**config.mk**
```make
export PLATFORM = sky130hd
export DESIGN_NAME = q_measure
export DESIGN_NICKNAME = d
export VERILOG_FILES = /design/src/rtl/q_meas_pkg.sv /design/src/rtl/q_accumulator.sv /design/src/rtl/q_measure.sv
export SDC_FILE = /design/constraint.sdc
export NUM_CORES = 1
export LEC_CHECK = 0
export CORE_MARGIN = 3
export CORE_UTILIZATION = 45
export CTS_BUF_LIST = sky130_fd_sc_hd__clkbuf_4
export DETAILED_ROUTE_END_ITERATION = 10
export GPL_ROUTABILITY_DRIVEN = 0
export PLACE_DENSITY_LB_ADDON = 0.3
export SLEW_MARGIN = 20
export SYNTH_ARGS = -nofsm -noshare
export SYNTH_HDL_FRONTEND = slang
export SYNTH_SLANG_ARGS = --single-unit
```
**constraint.sdc**
```tcl
create_clock -name clk -period 2.59 [get_ports clk]
set_input_delay 0.6475 -clock clk [delete_from_list [all_inputs] [get_ports clk]]
set_output_delay 0.6475 -clock clk [all_outputs]
set_load 0.01 [all_outputs]
```
**src/rtl/q_meas_pkg.sv**
```systemverilog
// Shared types for the Q measurement block: FSM encoding and a width helper.
package q_meas_pkg;

  typedef enum logic [1:0] {
    IDLE   = 2'd0,
    SETTLE = 2'd1,
    ACCUM  = 2'd2,
    DONE   = 2'd3
  } state_t;

  function automatic int clog2(input int v);
    int r;
    r = 0;
    for (int i = 0; i < 31; i++)
      if ((1 << i) < v) r = i + 1;
    return r;
  endfunction

endpackage

```
**src/rtl/q_accumulator.sv**
```systemverilog
// Sample accumulator: running sum and count of ADC samples for one measurement.
module q_accumulator #(
  parameter int WIDTH    = 10,
  parameter int LOG2_AVG = 4
) (
  input  logic                      clk,
  input  logic                      rst,
  input  logic                      clear,
  input  logic                      add_en,
  input  logic [WIDTH-1:0]          data,
  output logic [WIDTH+LOG2_AVG-1:0] sum,
  output logic [LOG2_AVG:0]         count,
  output logic                      full
);
  localparam int AW = WIDTH + LOG2_AVG;
  localparam logic [LOG2_AVG:0] LAST = (LOG2_AVG+1)'((1 << LOG2_AVG) - 1);

  logic [AW-1:0] acc;

  // sum already includes this cycle's sample so the mean is ready on the final add
  assign sum  = acc + (add_en ? {{LOG2_AVG{1'b0}}, data} : '0);
  assign full = add_en && (count == LAST);

  always_ff @(posedge clk or negedge rst) begin
    if (!rst) begin
      acc   <= '0;
      count <= '0;
    end else if (clear) begin
      acc   <= '0;
      count <= '0;
    end else if (add_en) begin
      acc   <= sum;
      count <= count + 1'b1;
    end
  end

endmodule

```
**src/rtl/q_measure.sv**
```systemverilog
// Settle-then-average Q measurement, restarted whenever i_ref moves.
module q_measure
  import q_meas_pkg::*;
#(
  parameter int WIDTH         = 10,
  parameter int LOG2_AVG      = 4,
  parameter int SETTLE_CYCLES = 64
) (
  input  logic             clk,
  input  logic             rst,
  input  logic             enable,
  input  logic [WIDTH-1:0] i_ref,
  input  logic             adc_valid,
  input  logic [WIDTH-1:0] adc_data,
  output logic [WIDTH-1:0] measured_q,
  output logic             q_valid,
  output logic             ready
);
  localparam int SW = (clog2(SETTLE_CYCLES) < 1) ? 1 : clog2(SETTLE_CYCLES);
  localparam logic [SW-1:0] SETTLE_LAST = SW'(SETTLE_CYCLES - 1);

  state_t                    state, state_nxt;
  logic [WIDTH-1:0]          i_ref_q;
  logic [SW-1:0]             settle_cnt;
  logic [WIDTH+LOG2_AVG-1:0] sum;
  logic [LOG2_AVG:0]         cnt_unused;
  logic                      last, chg, restart, publish;

  assign chg     = (state != IDLE) && (i_ref != i_ref_q);
  assign restart = enable && ((state == IDLE) || (state == DONE) || chg);
  // an i_ref change on the final sample discards the measurement
  assign publish = enable && (state == ACCUM) && last && !chg;

  q_accumulator #(.WIDTH(WIDTH), .LOG2_AVG(LOG2_AVG)) u_acc (
    .clk    (clk),
    .rst    (rst),
    .clear  (state != ACCUM),
    .add_en ((state == ACCUM) && adc_valid),
    .data   (adc_data),
    .sum    (sum),
    .count  (cnt_unused),
    .full   (last)
  );

  always_ff @(posedge clk or negedge rst) begin
    if (!rst) state <= IDLE;
    else      state <= state_nxt;
  end

  always_comb begin
    state_nxt = state;
    case (state)
      IDLE:    if (enable) state_nxt = SETTLE;
      SETTLE:  if (settle_cnt == SETTLE_LAST) state_nxt = ACCUM;
      ACCUM:   if (last) state_nxt = DONE;
      DONE:    state_nxt = SETTLE;
      default: state_nxt = IDLE;
    endcase
    if (chg)     state_nxt = SETTLE;
    if (!enable) state_nxt = IDLE;
  end

  always_ff @(posedge clk or negedge rst) begin
    if (!rst) begin
      i_ref_q    <= '0;
      settle_cnt <= '0;
      measured_q <= '0;
      q_valid    <= 1'b0;
      ready      <= 1'b0;
    end else begin
      q_valid <= publish;
      if (restart) begin
        i_ref_q    <= i_ref;
        settle_cnt <= '0;
      end else if (state == SETTLE) begin
        settle_cnt <= settle_cnt + 1'b1;
      end
      if (publish) measured_q <= sum[WIDTH+LOG2_AVG-1:LOG2_AVG];
      if (!enable)      ready <= 1'b0;
      else if (publish) ready <= 1'b1;
    end
  end

endmodule

```
==> results by group <==
Outcome
  – Status: finished, final reports clean

CTS
  – CTS tree: done
  – Root buf cell: clkbuf_4
  – Htree depth: 2
  – Clock transition at the registers of the reported paths: 0.15 ns
  – TritonCTS Buffers: 5
  – Clock sink count: 49
  – CTS Buffer Depth: 2
  – Worst-Skew Late Latency: 0.37 ns

Yosys
  – Ys Warns: 0
  – Net Count, Synth: 303
  – Number of synthesized register bits: 49
  – Sequential area share after synthesis: 42.11%
  – Mapped Cells: 262
  – Top_reg_cell synth: dfrtp_1
  – Number of synthesized flops with an enable pin: 0
  – Post-Syn Area: 0.002912 mm2
  – Yosys cell types: 44
  – Syn avg cell area: 11.11 um2
  – Asr flop ratio synth: 100.0%

Final layout
  – Area occupied by multi-input gates: 0.001739 mm2
  – Filler cells: 503
  – Final #Nets: 376
  – Reg area: 0.001226 mm2
  – Post-route cell area: 0.003861 mm2
  – Area Overhead vs Synth: 32.62%
  – Diode count: 0
  – Final core utilization: 63.34%
  – Commonest cells after routing, fill and taps aside: dfrtp_1 (49), buf_4 (35), clkdlybuf4s50_1 (32)
  – Commonest non-fill, non-tap cell in the layout: dfrtp_1
  – Share of layout cells above drive strength 1: 28.57%

Critical path
  – CP Launch Type: flop
  – R2R depth: 11
  – Critical path class: reg2reg
  – Reg2reg end: measured_q[8]
  – R2r setup slk: 0.07 ns
  – Critical path origin: state[0]
  – FF-to-FF Start: state[0]
  – WP data arrival: 2.80 ns
  – CP Capture Type: flop
  – CP Capture Point: measured_q[8]
  – Worst Path Required: 2.87 ns
  – Critical Path Fanout Max: 8

Power
  – Net Sw Frac: 26.99%
  – Clock Power Share: 27.2%
  – Max VDD drop: 0.3704 mV
  – Gate power share: 20.5%
  – Cell internal pwr: 1.215 mW
  – Total Power: 1.664 mW
  – Leakage dissipation: 1.829 nW
  – Seq pwr share: 52.3%
  – Sw power: 0.4491 mW
  – Cell Pwr Density: 430.9 mW/mm2

Global routing
  – GRT overflow: 0
  – Total track usage: 17.27%
  – Largest net degree at the start of global routing: 26
  – Vias in the first global route: 2,222
  – First-pass GRT wire length: 10,170 um
  – Antenna violations before repair: 0

Timing
  – Actual slew at the worst max-slew pin: 0.5834 ns
  – Post-route minimum period: 2.523 ns
  – Final setup viols: 0
  – Max-slew violations: 0
  – Max_slew headroom: 61.10%
  – Fmax: 396.4 MHz
  – Final period util: 97.40%
  – Worst clock skew: 0.01377 ns
  – RSZ-0062 raised after global routing: true
  – Hold Fails Final Rpt: 0

Floorplanning
  – Starting Density: 47.76%
  – Die Ht: 86.44 um
  – Core Rows: 28
  – CORE AREA: 0.006096 mm2
  – Die ar.: 0.007471 mm2
  – Die Wd: 86.44 um
  – I/O pin count: 36

Route
  – DR WL/cell: 15.05 um
  – DRC: 0
  – DRT Pass-1 Iters: 4
  – Total number of vias: 2,175
  – Antenna Violating Nets Remaining: 0
  – Final WL: 6184 um
  – Vias/cell: 5.292
  – First DRT Iteration DRCs: 59

Min path
  – Hold crit path type: in2async

Placement
  – DP Area: 0.003612 mm2
  – Detail Placement HPWL: 4354 um
  – IO buf count: 35

Flow run
  – Max cap viols: 0
logic make-up (layout without fill, tap and decap cells):
logic type               count (synthesis)  in the layout  synth area share [%]
AND/OR/NAND/NOR                         75             75                 14.18
flip-flops                              49             49                 42.11
AO/OA/AOI/OAI                           43             43                 10.96
XOR/XNOR                                31             31                 9.325
multiplexers                            30             30                 12.72
adder cells (fa/ha/maj)                 17             17                 7.563
buffers and inverters                   17             91                 3.137
cell usage after synthesis, drive strengths merged (3+ instances only):
| cell | count | area [um2] |
|---|---|---|
| a21boi | 5 | 48.80 |
| a21o | 4 | 30.03 |
| a21oi | 12 | 60.06 |
| and2 | 9 | 56.30 |
| and3 | 12 | 75.07 |
| buf | 6 | 50.04 |
| clkbuf | 5 | 18.77 |
| dfrtp | 49 | 1226 |
| ha | 16 | 200.2 |
| inv | 6 | 22.52 |
| mux2 | 20 | 270.3 |
| mux2i | 10 | 100.1 |
| nand2 | 16 | 67.56 |
| nand3 | 6 | 30.03 |
| nand4 | 5 | 31.28 |
| nor2 | 13 | 65.06 |
| nor2b | 9 | 56.30 |
| nor4 | 3 | 18.77 |
| o211ai | 3 | 22.52 |
| o21ai | 6 | 30.03 |
| xnor2 | 16 | 140.1 |
| xor2 | 15 | 131.4 |
power by group through the flow:
stage / sequential, mW / clock [mW] / combinational, mW
floorplan: 0.873 / 0 / 0.217
global placement: 0.879 / 0 / 0.318
detailed placement: 0.883 / 0 / 0.324
CTS: 0.870 / 0.469 / 0.336
global route: 0.878 / 0.500 / 0.375
finish: 0.870 / 0.453 / 0.341
per-stage QoR:
step | hold slack [ns] | std cells | setup slack, ns | setup TNS (ns)
floorplan | 0.3519 | 262 | -0.06775 | -0.06775
global placement | 0.4780 | 398 | -0.5323 | -8.931
detailed placement | 0.4840 | 398 | -0.5469 | -9.189
CTS | 0.2724 | 409 | 0.006362 | 0
global route | 0.2751 | 411 | -0.03964 | -0.04874
finish | 0.2581 | 411 | 0.06745 | 0
area by class of cell:
cell class	count	share of cell area [%]
Multi-Input combinational cell	196	45.04
Sequential cell	49	31.76
Timing Repair Buffer	77	18.15
Tap cell	75	2.430
Clock inverter	3	1.069
Clock buffer	5	0.9721
Inverter	6	0.5833
state kept, by name, summed over array words and instances, names as in the netlist:
| register | count |
|---|---|
| ready | 1 |
| i_ref_q | 10 |
| q_valid | 1 |
| measured_q | 10 |
| state | 2 |
| u_acc.count | 5 |
| u_acc.acc | 14 |
| settle_cnt | 6 |
layer usage:
layer,part of all wire (%),vias up,GRT usage [%]
met3,4.1,15,3.802
met4,2.6,0,5.666
li1,-,1072,-
met1,43,1048,20.70
met2,50,40,30.60
met5,0,-,0
repair_timing:
action,CTS,global route
gates resized for setup,7,19
cloned,1,0
setup endpoints to repair,11,14
hold endpoints to repair,0,0
hold buffers,0,0
pin swaps,3,6
buffers inserted,2,2
worst min-delay path by stage:
stage,cells after the start,to,start
CTS,1,settle_cnt[5],rst
global placement,1,measured_q[0],measured_q[0]
floorplan,0,i_ref_q[0],rst
detailed placement,1,measured_q[0],measured_q[0]
global route,1,u_acc.acc[13],rst
finish,1,settle_cnt[4],rst
worst max-delay path: stages (launching register included):
cell and delay (ns):
dfrtp_1 0.39, inv_2 0.06, ha_4 0.18, buf_6 0.14, and3_4 0.17, ha_4 0.28, o211ai_1 0.12, o211ai_1 0.21
nand3_1 0.16, buf_6 0.16, a311o_1 0.31, mux2_4 0.26
Power figures use the tool's default switching activity.
